**src/rtl/cups_pkg.sv**
```systemverilog
`default_nettype none
// +----------------------------------------------------------------------------+
// | cups_pkg                                                                   |
// | Shared definitions for the 16-bit five-stage core hazard logic:            |
// | register-index width, the "no destination" register index and the         |
// | hazard controller state encoding.                                          |
// | Revision: 1.0 - initial release                                            |
// +----------------------------------------------------------------------------+
package cups_pkg;

  localparam int REG_IDX_W = 3;

  // Destination index 0 marks an instruction that writes no register.
  localparam logic [REG_IDX_W-1:0] REG_ZERO = 3'd0;

  typedef enum logic [1:0] {
    RUN        = 2'd0,
    LOAD_STALL = 2'd1,
    MEM_WAIT   = 2'd2
  } state_e;

endpackage
`default_nettype wire

```
**src/rtl/hazard_detect.sv**
```systemverilog
`default_nettype none
// +----------------------------------------------------------------------------+
// | hazard_detect                                                              |
// | Combinational load-use comparator. Flags when the instruction in ID reads  |
// | a register that the load currently in EX is about to write.                |
// | Ports:                                                                     |
// |   idRs1, idRs2   in  source register indices of the ID instruction         |
// |   idUse1, idUse2 in  the matching source is actually read                  |
// |   idexR          in  instruction in EX is a load                           |
// |   idexregWrite   in  destination of the EX instruction (0 = none)          |
// |   hazard         out load-use hazard present                               |
// | Revision: 1.0 - initial release                                            |
// +----------------------------------------------------------------------------+
module hazard_detect
  import cups_pkg::*;
(
  input  logic [REG_IDX_W-1:0] idRs1,
  input  logic [REG_IDX_W-1:0] idRs2,
  input  logic                 idUse1,
  input  logic                 idUse2,
  input  logic                 idexR,
  input  logic [REG_IDX_W-1:0] idexregWrite,
  output logic                 hazard
);

  logic load_writes;
  logic src1_hit;
  logic src2_hit;

  assign load_writes = idexR && (idexregWrite != REG_ZERO);
  assign src1_hit    = idUse1 && (idRs1 == idexregWrite);
  assign src2_hit    = idUse2 && (idRs2 == idexregWrite);
  assign hazard      = load_writes && (src1_hit || src2_hit);

endmodule
`default_nettype wire

```
**src/rtl/hazard_ctrl.sv**
```systemverilog
`default_nettype none
// +----------------------------------------------------------------------------+
// | hazard_ctrl                                                                |
// | Pipeline hazard controller. Sequences load-use bubbles, taken-branch       |
// | flushes and multi-cycle memory waits; all enables are Mealy outputs of the |
// | current state and inputs. Keeps a saturating stall-cycle counter.          |
// | Ports:                                                                     |
// |   clk, reset          core clock / async active-low reset                  |
// |   idRs1/2, idUse1/2   ID-stage sources                                     |
// |   idexR, idexregWrite EX-stage load flag and destination                   |
// |   exBranchTaken       branch/jump resolved taken in EX                     |
// |   memReq, memReady    MEM-stage handshake                                  |
// |   pcWrite, ifidWrite  PC / IF-ID load enables                              |
// |   ifidFlush           clear IF/ID to a NOP                                 |
// |   idexStall           load a bubble into ID/EX                             |
// |   freeze              hold every pipeline register                         |
// |   memErr              one-cycle pulse on memory timeout                    |
// |   stallCount          saturating stall/flush/freeze cycle count            |
// | Revision: 1.0 - initial release                                            |
// +----------------------------------------------------------------------------+
module hazard_ctrl
  import cups_pkg::*;
#(
  parameter int LOAD_BUBBLES = 1,
  parameter int MEM_TIMEOUT  = 8,
  parameter int STALL_CNT_W  = 16
) (
  input  logic                   clk,
  input  logic                   reset,
  input  logic [REG_IDX_W-1:0]   idRs1,
  input  logic [REG_IDX_W-1:0]   idRs2,
  input  logic                   idUse1,
  input  logic                   idUse2,
  input  logic                   idexR,
  input  logic [REG_IDX_W-1:0]   idexregWrite,
  input  logic                   exBranchTaken,
  input  logic                   memReq,
  input  logic                   memReady,
  output logic                   pcWrite,
  output logic                   ifidWrite,
  output logic                   ifidFlush,
  output logic                   idexStall,
  output logic                   freeze,
  output logic                   memErr,
  output logic [STALL_CNT_W-1:0] stallCount
);

  localparam int                WAIT_W    = $clog2(MEM_TIMEOUT + 1);
  localparam logic [1:0]        BUB_LAST  = 2'(LOAD_BUBBLES);
  localparam logic [WAIT_W-1:0] WAIT_LAST = WAIT_W'(MEM_TIMEOUT);

  state_e                 state_q, state_d;
  logic [1:0]             bub_q, bub_d;
  logic [WAIT_W-1:0]      wait_q, wait_d;
  logic [STALL_CNT_W-1:0] cnt_q, cnt_d;

  logic              hazard;
  logic              mem_busy;
  logic              run_decode;
  logic [1:0]        bub_inc;
  logic [WAIT_W-1:0] wait_inc;

  // Decoded enables before the reset override is applied.
  logic pc_dec, ifid_dec, flush_dec, stall_dec, freeze_dec, err_dec;
  logic any_stall;

  hazard_detect u_detect (
    .idRs1        (idRs1),
    .idRs2        (idRs2),
    .idUse1       (idUse1),
    .idUse2       (idUse2),
    .idexR        (idexR),
    .idexregWrite (idexregWrite),
    .hazard       (hazard)
  );

  assign mem_busy = memReq && !memReady;
  assign bub_inc  = bub_q + 2'd1;
  assign wait_inc = wait_q + WAIT_W'(1);

  always_comb begin
    state_d    = state_q;
    bub_d      = bub_q;
    wait_d     = wait_q;
    pc_dec     = 1'b1;
    ifid_dec   = 1'b1;
    flush_dec  = 1'b0;
    stall_dec  = 1'b0;
    freeze_dec = 1'b0;
    err_dec    = 1'b0;
    run_decode = 1'b0;

    case (state_q)
      RUN: run_decode = 1'b1;

      LOAD_STALL: begin
        pc_dec   = 1'b0;
        ifid_dec = 1'b0;
        if (mem_busy) begin
          // Memory wait overrides the bubble; bubble progress is held.
          freeze_dec = 1'b1;
        end else begin
          stall_dec = 1'b1;
          bub_d     = bub_inc;
          if (bub_inc == BUB_LAST) begin
            state_d = RUN;
            bub_d   = 2'd0;
          end
        end
      end

      MEM_WAIT: begin
        if (!mem_busy) begin
          // Released (or memReq dropped): the pipeline is live again this
          // cycle, so decode branches and hazards as in RUN.
          state_d    = RUN;
          wait_d     = '0;
          run_decode = 1'b1;
        end else if (wait_inc == WAIT_LAST) begin
          err_dec = 1'b1;
          state_d = RUN;
          wait_d  = '0;
        end else begin
          freeze_dec = 1'b1;
          pc_dec     = 1'b0;
          ifid_dec   = 1'b0;
          wait_d     = wait_inc;
        end
      end

      default: state_d = RUN;
    endcase

    if (run_decode) begin
      if (mem_busy) begin
        freeze_dec = 1'b1;
        pc_dec     = 1'b0;
        ifid_dec   = 1'b0;
        wait_d     = WAIT_W'(1);
        state_d    = MEM_WAIT;
      end else if (exBranchTaken) begin
        // The flush squashes the dependent instruction, so no bubble needed.
        flush_dec = 1'b1;
        stall_dec = 1'b1;
        pc_dec    = 1'b1;
      end else if (hazard) begin
        pc_dec    = 1'b0;
        ifid_dec  = 1'b0;
        stall_dec = 1'b1;
        bub_d     = 2'd1;
        if (LOAD_BUBBLES > 1) begin
          state_d = LOAD_STALL;
        end
      end
    end
  end

  assign any_stall = freeze_dec || stall_dec || flush_dec;

  always_comb begin
    cnt_d = cnt_q;
    if (any_stall && (cnt_q != {STALL_CNT_W{1'b1}})) begin
      cnt_d = cnt_q + STALL_CNT_W'(1);
    end
  end

  always_ff @(posedge clk or negedge reset) begin
    if (!reset) begin
      state_q <= RUN;
      bub_q   <= 2'd0;
      wait_q  <= '0;
      cnt_q   <= '0;
    end else begin
      state_q <= state_d;
      bub_q   <= bub_d;
      wait_q  <= wait_d;
      cnt_q   <= cnt_d;
    end
  end

  // While reset is low the pipeline is held with a bubble/NOP injected.
  assign pcWrite    = reset ? pc_dec     : 1'b0;
  assign ifidWrite  = reset ? ifid_dec   : 1'b0;
  assign ifidFlush  = reset ? flush_dec  : 1'b1;
  assign idexStall  = reset ? stall_dec  : 1'b1;
  assign freeze     = reset ? freeze_dec : 1'b0;
  assign memErr     = reset ? err_dec    : 1'b0;
  assign stallCount = cnt_q;

endmodule
`default_nettype wire

```
**config.mk**
```make
export PLATFORM = sky130hd
export DESIGN_NAME = hazard_ctrl
export DESIGN_NICKNAME = d
export VERILOG_FILES = /design/src/rtl/cups_pkg.sv /design/src/rtl/hazard_detect.sv /design/src/rtl/hazard_ctrl.sv
export SDC_FILE = /design/constraint.sdc
export NUM_CORES = 1
export LEC_CHECK = 0
export BUFFER_PORTS_ARGS = -buffer_cell sky130_fd_sc_hd__buf_2
export CORE_MARGIN = 2
export CORE_UTILIZATION = 40
export DETAILED_ROUTE_END_ITERATION = 7
export GPL_TIMING_DRIVEN = 0
export SLEW_MARGIN = 20
export SYNTH_ARGS = -nofsm -noshare
export SYNTH_HDL_FRONTEND = slang
export SYNTH_SLANG_ARGS = --single-unit
```
**constraint.sdc**
```tcl
create_clock -name clk -period 3.3 [get_ports clk]
set_input_delay 0.495 -clock clk [delete_from_list [all_inputs] [get_ports clk]]
set_output_delay 0.495 -clock clk [all_outputs]
set_load 0.005 [all_outputs]
```
==> metrics.txt, run 1 <==
Max Cap Viol 0; DPL Wire Length 2920 um; Yosys top cell by area dfrtp_1; Tmin final 2.92 ns; Synth warnings 0; unrepaired setup endpoints after global routing false; IO Pins 39; Core ar. 4060 um2; Crit path largest cell delay 0.48 ns; worst-path fanout max 10; Power per Cell Area 626 nW/um2; Peak Freq 342 MHz; iteration-0 DRC count of the detailed router 137; hold_buf cts 0; clk buf depth 2; Post-CTS Resized 0; Slew Limit Fails 0; HP Class input pin to asynchronous set/reset pin; FF/Latch Area 601 um2; vias in the first global route 1443; CP max-delay cell clkbuf_1; pin count of the biggest net entering global routing 30; TritonCTS clock tree built; post-synthesis register bit count 24; ant diodes 0; crit start category flip-flop; Mapped Nets 207; Slew HR 58.0%; share of layout cells above drive strength 1 26.3%; worst IR drop on VDD 272 uV; PortBufs 38; clk_lat worst skew 0.26 ns; outcome complete, no violations; P&R area growth vs syn 18.0%; Cell Chain, Critical Path inv_1 > ha_1 > clkbuf_1 > or3_1 > o2111ai_2 > clkbuf_1 > nor2_1 > buf_2; H-tree Lvls 1; critical path capture point type output pin; fraction of registers with async set/reset 100%; Post-CTS Setup Bufs 0; grt total ovfl 0; Die ar. 4820 um2; Crit Path Category flip-flop to output pin; Slew @ Worst Pin 0.630 ns; Fill cells 390; Die Y 69.5 um; pre-CTS WS 0.641 ns; FF-to-FF setup slack 0.89 ns; All-Layer GR Usage 17.0%; number of library cell types mapped by synthesis 50; Pleak 0.887 nW; CTS Buf Count 3; Nets 250; row cnt 23; Multi-input gate area 1010 um2; top_reg_cell synth dfrtp_1; GPL Wtd Cong 0.784; die width 69.5 um; Hold Fails Final Rpt 0; Worst-path clk slew 0.09 ns; Final ANT Viol Nets 0; CP required 2.80 ns; cell mode on critical path clkbuf_1; Yosys top cell area share 35.0%; Sum Neg Setup Slack 0 ns; initial antenna violation count 0; Remaining DRCs 0; Syn Std Cell Area 1710 um2; Starting Density 42.2%; DR vias 1553; Tcrit/Tclk final 88.5%; Post-synth EDFFs 0; post-synthesis sequential area ratio 35.0%; arrival time worst endpoint 2.43 ns; global-route wire length before repair 6830 um; final worst slack 0.380 ns; leading post-synthesis cells by cell area dfrtp_1, ha_1, nand3_1; root buf cell clkbuf_8; Mapped Avg Cell Area 9.42 um2; Via-to-Cell Ratio 5.67; DR WL/cell 14.5 um; post-synthesis cell count 182; post-route clock skew 0.00774 ns; drt pass-1 iters 4; Final setup viols 0; WL final 3970 um; clock sink total 24
==> cells in the mapped netlist, types with 2 or more instances <==
cell / count
a311oi_1: 3
a311oi_2: 2
o22ai_1: 2
o21ai_0: 4
buf_2: 3
and3_1: 6
nand3_1: 12
o211ai_1: 4
nand4_1: 8
nand2b_1: 3
xnor2_1: 6
o311ai_1: 3
a21oi_1: 11
clkbuf_1: 4
nor2_1: 7
inv_1: 9
or3_1: 2
nand2_1: 10
mux2i_1: 2
nor3_1: 3
dfrtp_1: 24
a31oi_1: 8
xor2_1: 6
ha_1: 8
buf_6: 2
and4_1: 4
mux2_2: 3
==> layer usage <==
| metal | track usage, % | wire, um |
|---|---|---|
| met5 | 0 | 0 |
| met2 | 27.1 | 1890 |
| met1 | 23.7 | 1860 |
| met4 | 5.45 | 51 |
| met3 | 2.18 | 161 |
==> cells in the final DEF, fill, tap and decap left out, types with 2 or more instances in the layout <==
| master | count |
|---|---|
| a21oi_1 | 11 |
| a311oi_1 | 3 |
| a311oi_2 | 2 |
| a31oi_1 | 8 |
| and3_1 | 6 |
| and4_1 | 4 |
| buf_2 | 41 |
| buf_6 | 2 |
| clkbuf_1 | 4 |
| clkbuf_8 | 4 |
| dfrtp_1 | 24 |
| ha_1 | 8 |
| inv_1 | 9 |
| mux2_2 | 3 |
| mux2i_1 | 2 |
| nand2_1 | 10 |
| nand2b_1 | 3 |
| nand3_1 | 12 |
| nand4_1 | 8 |
| nor2_1 | 7 |
| nor3_1 | 3 |
| o211ai_1 | 4 |
| o21ai_0 | 4 |
| o22ai_1 | 2 |
| o311ai_1 | 3 |
| or3_1 | 2 |
| xnor2_1 | 6 |
| xor2_1 | 6 |
==> state kept, by name, indices dropped and copies added, names as in the netlist <==
name,cells
stallCount,16
wait_q,4
bub_q,2
state_q,2
==> critical path, delay by kind of cell (launching register included) <==
kind                     cells  cell delay, ns
AO/OA/AOI/OAI                1            0.18
buffers and inverters        4            0.90
AND/OR/NAND/NOR              2            0.47
adder cells (fa/ha/maj)      1            0.21
flip-flops                   1            0.41
==> metrics by stage <==
stage	hold slack, ns	power [mW]	cell area, um2	utilization, %	std cells
floorplan	0.199	0.873	1710	-	182
global placement	0.482	1.07	1970	48.5	270
detailed placement	0.486	1.08	1970	48.5	270
CTS	0.262	1.28	2020	49.8	274
global route	0.297	1.39	2020	49.8	274
finish	0.241	1.27	2020	49.8	274
==> cell type report <==
cell class	count	share of cell area [%]
Sequential cell	24	29.7
Clock buffer	4	2.72
Buffer	10	3.34
Inverter	9	1.67
Tap cell	50	3.09
Timing Repair Buffer	38	9.41
Multi-Input combinational cell	139	50.1
==> worst paths after layout <==
check / from / cells past startpoint / endpoint
min in group clk: exBranchTaken / 2 / bub_q[0]$_DFF_PN0_
worst max register to register: state_q[0]$_DFF_PN0_ / 8 / stallCount[14]$_DFFE_PN0P_
worst min register to register: wait_q[3]$_DFF_PN0_ / 1 / wait_q[3]$_DFF_PN0_
max in group asynchronous: reset / 1 / wait_q[0]$_DFF_PN0_
worst min-delay path: reset / 1 / stallCount[7]$_DFFE_PN0P_
worst max-delay path: state_q[0]$_DFF_PN0_ / 8 / freeze
==> power by group <==
part           internal (mW)  switching, mW  total (mW)
Combinational          0.256          0.298       0.554
Clock                  0.106         0.0922       0.199
Sequential             0.386          0.127       0.513
==> cell families (layout without fill, tap and decap cells) <==
| kind of cell | Yosys count | count (layout) | synth area share, % |
|---|---|---|---|
| multiplexers | 6 | 6 | 3.80 |
| flip-flops | 24 | 24 | 35.0 |
| XOR/XNOR | 12 | 12 | 6.13 |
| buffers and inverters | 19 | 61 | 5.91 |
| AO/OA/AOI/OAI | 49 | 49 | 21.2 |
| AND/OR/NAND/NOR | 64 | 64 | 22.0 |
| adder cells (fa/ha/maj) | 8 | 8 | 5.84 |
Power figures use the tool's default switching activity.
==> inputs of run 2 (changes only) <==
--- a/config.mk
+++ b/config.mk
@@ -7,9 +7,10 @@
 export LEC_CHECK = 0
 export BUFFER_PORTS_ARGS = -buffer_cell sky130_fd_sc_hd__buf_2
 export CORE_MARGIN = 2
-export CORE_UTILIZATION = 40
+export CORE_UTILIZATION = 49
 export DETAILED_ROUTE_END_ITERATION = 7
 export GPL_TIMING_DRIVEN = 0
+export PLACE_DENSITY = 0.76
 export SLEW_MARGIN = 20
 export SYNTH_ARGS = -nofsm -noshare
 export SYNTH_HDL_FRONTEND = slang
==> constraint.sdc (replaced) <==
create_clock -name clk -period 2.4 [get_ports clk]
set_input_delay 0.36 -clock clk [delete_from_list [all_inputs] [get_ports clk]]
set_output_delay 0.36 -clock clk [all_outputs]
set_load 0.005 [all_outputs]
==> run 2 against run 1 <==
Effect of this change:
- global-route usage grew 3.2 points
- register-to-register slack worse by 0.70 ns
- design area is 7.2% higher
- critical path depth unchanged
- combinational power is 64% higher
- clock power up 48%
- die area shrank 17%
- sequential share of layout area fell by 2.0 points
- largest cell class unchanged
- flip-flop and latch count unchanged
- utilization rose by 15 points
- sequential power up 38%
- via count grew 5.2%
==> metrics.txt, run 2 (synthesis results as in run 1) <==
Tcrit/Tclk final 97.4%; FF-to-FF Start state_q[1]$_DFF_PN0_; Power per Cell Area 880 nW/um2 (+41%); WL final 4050 um (+2.1%); most common cell after layout, fill and taps aside buf_2; Nets 259 (+3.6%); clock sink total 24 (unchanged); share of layout cells above drive strength 1 33.0% (+6.7 points); Peak Freq 428 MHz; All-Layer GR Usage 20.2% (+3.2 points); CP Buf/Inv Count 4 (unchanged); IO Pins 39 (unchanged); CTS Buf Count 3 (unchanged); Core ar. 3340 um2 (-18%); post-route clock skew 0.0120 ns (+0.00425 ns); GPL Wtd Cong 0.856 (+9.2%); drt pass-1 iters 4 (unchanged); iteration-0 DRC count of the detailed router 119 (-13%); Slew @ Worst Pin 0.619 ns (-0.0113 ns); initial antenna violation count 0 (unchanged); clk_lat worst skew 0.32 ns (+0.06 ns); utilization after layout 65.0% (+15 points); Via-to-Cell Ratio 5.86 (+3.3%); Crit Path Category flip-flop to output pin; critical path capture point type output pin; Max Cap Viol 0 (unchanged); Multi-input gate area 1070 um2 (+5.6%); final worst slack 0.0614 ns (-0.319 ns); HP Class input pin to asynchronous set/reset pin; arrival time worst endpoint 1.98 ns (-0.45 ns); grt total ovfl 0 (unchanged); pre-CTS WS -0.0445 ns (-0.686 ns); PortBufs 38 (unchanged); commonest non-fill, non-tap cells in the layout buf_2, dfrtp_1, nand3_1; Worst-path clk slew 0.14 ns (+0.05 ns); Starting Density 51.4% (+9.1 points); worst-path fanout max 7 (-3); Sum Neg Setup Slack 0 ns (unchanged); reg-to-reg endpoint stallCount[15]$_DFFE_PN0P_; vias in the first global route 1506 (+4.4%); R2R depth 9 (+1); hold_buf cts 0 (unchanged); outcome complete, no violations; CP required 2.04 ns (-0.76 ns); H-tree Lvls 1 (unchanged); pin count of the biggest net entering global routing 30 (unchanged); DR vias 1634 (+5.2%); Fill cells 293 (-25%); max FFs per register 16 (unchanged); DR WL/cell 14.5 um (+0.24%); Slew HR 58.7% (+0.76 points); global-route wire length before repair 6640 um (-2.7%); Slew Limit Fails 0 (unchanged); CP max-delay cell dfrtp_1; crit start category flip-flop; Cell Chain, Critical Path inv_2 > ha_4 > buf_8 > or3_4 > o2111ai_4 > clkbuf_8 > nor2_2 > buf_2; Tmin final 2.34 ns; P&R area growth vs syn 26.5%; FF-to-FF setup slack 0.19 ns (-0.70 ns); ant diodes 0 (unchanged); TritonCTS clock tree built; Final ANT Viol Nets 0 (unchanged); Die ar. 3990 um2 (-17%); die width 63.1 um (-9.1%); clk buf depth 2 (unchanged); Final setup viols 0 (unchanged); FF/Latch Area 601 um2 (unchanged); Hold Fails Final Rpt 0 (unchanged); worst IR drop on VDD 559 uV (+110%); DPL Wire Length 2770 um (-5.3%); Die Y 63.1 um (-9.1%); critical path's top delay family buffers and inverters; Remaining DRCs 0 (unchanged); root buf cell clkbuf_4; WHS 0.0259 ns (-0.215 ns); row cnt 21 (-8.7%); Crit path largest cell delay 0.41 ns (-0.07 ns); Pleak 0.950 nW (+7.1%)
run 2: cell types whose count changed in the layout (fill, tap and decap cells not counted), moves of 2 or more:
cell and change:
buf_4 +10, clkbuf_1 -2, clkbuf_8 -3, ha_4 +3
inv_1 -2, ha_1 -3, inv_2 +2, clkbuf_4 +3
buf_2 -2
run 2: stage by stage:
stage / std cells / area (um2) / power [mW]
floorplan: 182 / 1710 / 1.20
global route: 279 / 2170 / 2.07
finish: 279 / 2170 / 1.91
CTS: 270 / 2060 / 1.81
global placement: 266 / 1960 / 1.45
detailed placement: 266 / 1960 / 1.47
run 2: final cells by class:
type,instances,share of cell area (%)
multi-input cells,139,49.3
inverters,9,1.56
well taps,46,2.65
flip-flops and latches,24,27.7
clock inverters,1,1.38
repair buffers,48,12.2
plain buffers,9,4.15
clock buffers,3,1.04
run 2: where the power goes:
group	internal, mW	switching, mW	total [mW]
clock	0.169	0.126	0.295
combinational	0.457	0.449	0.906
sequential	0.529	0.179	0.708
total	1.16	0.754	1.91
run 2: per-layer routing:
metal	track usage, %	part of all wire, %	vias to the layer above
li1	-	-	794
met1	26.4	45	794
met2	34.0	49	42
met3	4.29	5.4	4
met4	4.72	0.52	0
met5	0	0	-
run 2: how the worst max path moves through the flow:
stage	slack (ns)	start	endpoint	cells after the start
CTS	-0.006	state_q[1]$_DFF_PN0_	freeze	8
global placement	-0.02	state_q[0]$_DFF_PN0_	freeze	8
detailed placement	-0.04	state_q[0]$_DFF_PN0_	freeze	8
global route	-0.01	state_q[0]$_DFF_PN0_	freeze	8
finish	0.06	state_q[0]$_DFF_PN0_	freeze	8
floorplan	0.32	state_q[0]$_DFF_PN0_	stallCount[15]$_DFFE_PN0P_	8
run 2: what timing repair did:
item	in CTS	in global routing
pin swaps	0	4
endpoints found under the setup margin	2	5
setup buffers	1	9
resized for setup	11	9
==> inputs of run 3 (changes only) <==
==> constraint.sdc (replaced) <==
create_clock -name clk -period 2.4 [get_ports clk]
set_input_delay 0.12 -clock clk [delete_from_list [all_inputs] [get_ports clk]]
set_output_delay 0.12 -clock clk [all_outputs]
set_load 0.005 [all_outputs]
==> run 3 against run 2 <==
Effect of this change:
- highest routed layer unchanged
- non-clock buffer count down 4
- die area unchanged
- clock-buffer cell count unchanged
- routed wire length down 4.1%
- combinational power down 11%
- register-to-register slack worse by 0.09 ns
- clock power about the same
- total power down 5.5%
- fmax up 1.5%
- worst setup slack better by 0.035 ns
- utilization down 2.4 points
- global-route usage down 0.27 points
==> metrics.txt, run 3 (synthesis results as in run 1) <==
clk buf depth 2 (unchanged); PortBufs 38 (unchanged); H-tree Lvls 1 (unchanged); Comb power frac 44.8% (-2.7 points); Power per Cell Area 864 nW/um2 (-1.8%); worst-path fanout max 8 (+1); P_sw 0.725 mW (-3.8%); post-route clock skew 0.00902 ns (-0.00297 ns); Remaining DRCs 0 (unchanged); max FFs per register 16 (unchanged); outcome complete, no violations; FF-to-FF Start state_q[1]$_DFF_PN0_; Slew HR 59.0% (+0.29 points); root buf cell clkbuf_4; Slew @ Worst Pin 0.615 ns (-0.00434 ns); Crit Path Category flip-flop to flip-flop; iteration-0 DRC count of the detailed router 132 (+11%); post-route cell area 2090 um2 (-3.7%); Reg power frac 38.9% (+1.8 points); most common cell after layout, fill and taps aside buf_2; GPL Wtd Cong 0.856 (unchanged); Final Instance Count excl. Fillers 275 (-1.4%); clock power share 16.3% (+0.9 points); Hold Fails Final Rpt 0 (unchanged); crit start category flip-flop; CTS Buf Count 3 (unchanged); utilization after layout 62.6% (-2.4 points); drt pass-1 iters 4 (unchanged); Via-to-Cell Ratio 5.84 (-0.35%); switch share 40.2% (+0.70 points); initial antenna violation count 0 (unchanged); TritonCTS clock tree built; Final ANT Viol Nets 0 (unchanged); vias in the first global route 1485 (-1.4%); Critical path origin state_q[1]$_DFF_PN0_; Pint 1.08 mW (-6.6%); Max Cap Viol 0 (unchanged); grt total ovfl 0 (unchanged); Fill cells 314 (+7.2%); HP Class input pin to flip-flop; row cnt 21 (unchanged); clk_lat worst skew 0.32 ns (about the same); P&R area growth vs syn 21.8%; Worst-path clk slew 0.14 ns (about the same); Peak Freq 434 MHz (+1.5%); Placed Cells 266 (unchanged); pin count of the biggest net entering global routing 30 (unchanged); Crit path largest cell delay 0.42 ns (about the same); clock sink total 24 (unchanged); IO Pins 39 (unchanged); Die ar. 3990 um2 (unchanged); Tmin final 2.30 ns (-0.0349 ns); arrival time worst endpoint 2.53 ns (+0.55 ns); Area after DPL 1960 um2 (unchanged); All-Layer GR Usage 19.9% (-0.27 points); Final setup viols 0 (unchanged); Nets 255 (-1.5%); Starting Density 51.4% (unchanged); worst IR drop on VDD 561 uV (+0.34%); CP required 2.62 ns (+0.58 ns); DR WL/cell 14.1 um (-2.7%); WL final 3880 um (-4.1%); pre-CTS WS 0.0386 ns (+0.0831 ns); Die Y 63.1 um (unchanged); WHS 0.0237 ns (-0.00219 ns); DR vias 1605 (-1.8%); Cell Chain, Critical Path inv_1 > ha_1 > nor2_1 > or3_4 > and2_4 > buf_6 > a311oi_1 > mux2_1; ant diodes 0 (unchanged); DPL Wire Length 2770 um (unchanged); final worst slack 0.0963 ns (+0.0349 ns); die width 63.1 um (unchanged); global-route wire length before repair 6580 um (-0.93%); share of layout cells above drive strength 1 28.8% (-4.2 points); commonest non-fill, non-tap cells in the layout buf_2, dfrtp_1, nand3_1; Core ar. 3340 um2 (unchanged); critical path capture point type flip-flop; Pleak 0.921 nW (-3.0%); Slew Limit Fails 0 (unchanged); CP max-delay cell dfrtp_1; critical hold path startpoint exBranchTaken; Tcrit/Tclk final 96.0% (-1.5 points)
run 3: final timing paths:
check	end	slack, ns	cells past startpoint
max in group asynchronous	stallCount[10]$_DFFE_PN0P_	1.67	2
setup reg to reg	stallCount[15]$_DFFE_PN0P_	0.1	8
hold reg to reg	wait_q[3]$_DFF_PN0_	0.51	1
min in group asynchronous	stallCount[8]$_DFFE_PN0P_	0.32	2
setup / recovery	stallCount[15]$_DFFE_PN0P_	0.1	8
hold / removal	bub_q[0]$_DFF_PN0_	0.02	2
run 3: timing repair:
| action | in CTS | in global routing |
|---|---|---|
| hold buffers | 1 | 0 |
| endpoints found under the setup margin | 1 | 7 |
| setup buffers | 0 | 4 |
| gates resized for setup | 3 | 7 |
| endpoints found under the hold margin | 24 | 0 |
run 3: critical path, delay by kind of cell, from the launching register on:
kind	cells	cell delay [ns]
buffers and inverters	2	0.25
AND/OR/NAND/NOR	3	0.61
multiplexers	1	0.35
AO/OA/AOI/OAI	1	0.29
flip-flops	1	0.42
adder cells (fa/ha/maj)	1	0.29
run 3: metal layers:
layer / track usage (%) / share of wire (%) / wire, um
met4: 4.44 / 1.2 / 45
met2: 32.8 / 50 / 1920
met3: 4.46 / 4.9 / 191
met5: 0 / 0 / 0
met1: 26.7 / 44 / 1720
run 3: power groups by stage:
stage	registers, mW	clock network (mW)	logic [mW]
floorplan	0.686	0	0.514
global placement	0.705	0	0.744
detailed placement	0.708	0	0.759
CTS	0.699	0.302	0.769
global route	0.733	0.327	0.916
finish	0.702	0.295	0.808
run 3: cell type report:
cell class	instances	area (um2)	area share, %
buffer	10	83.8	4.01
clock buffer	3	22.5	1.08
clock inverter	1	30.0	1.44
inverter	9	33.8	1.62
multi-input combinational	139	1030	49.3
sequential	24	601	28.8
tap	46	57.6	2.76
timing repair buffer	43	230	11.0
run 3: stage by stage:
step | total power, mW | setup TNS, ns
final | 1.80 | 0
after global routing | 1.98 | -0.0726
after CTS | 1.77 | 0
after detailed placement | 1.47 | 0
after global placement | 1.45 | 0
after floorplan | 1.20 | 0
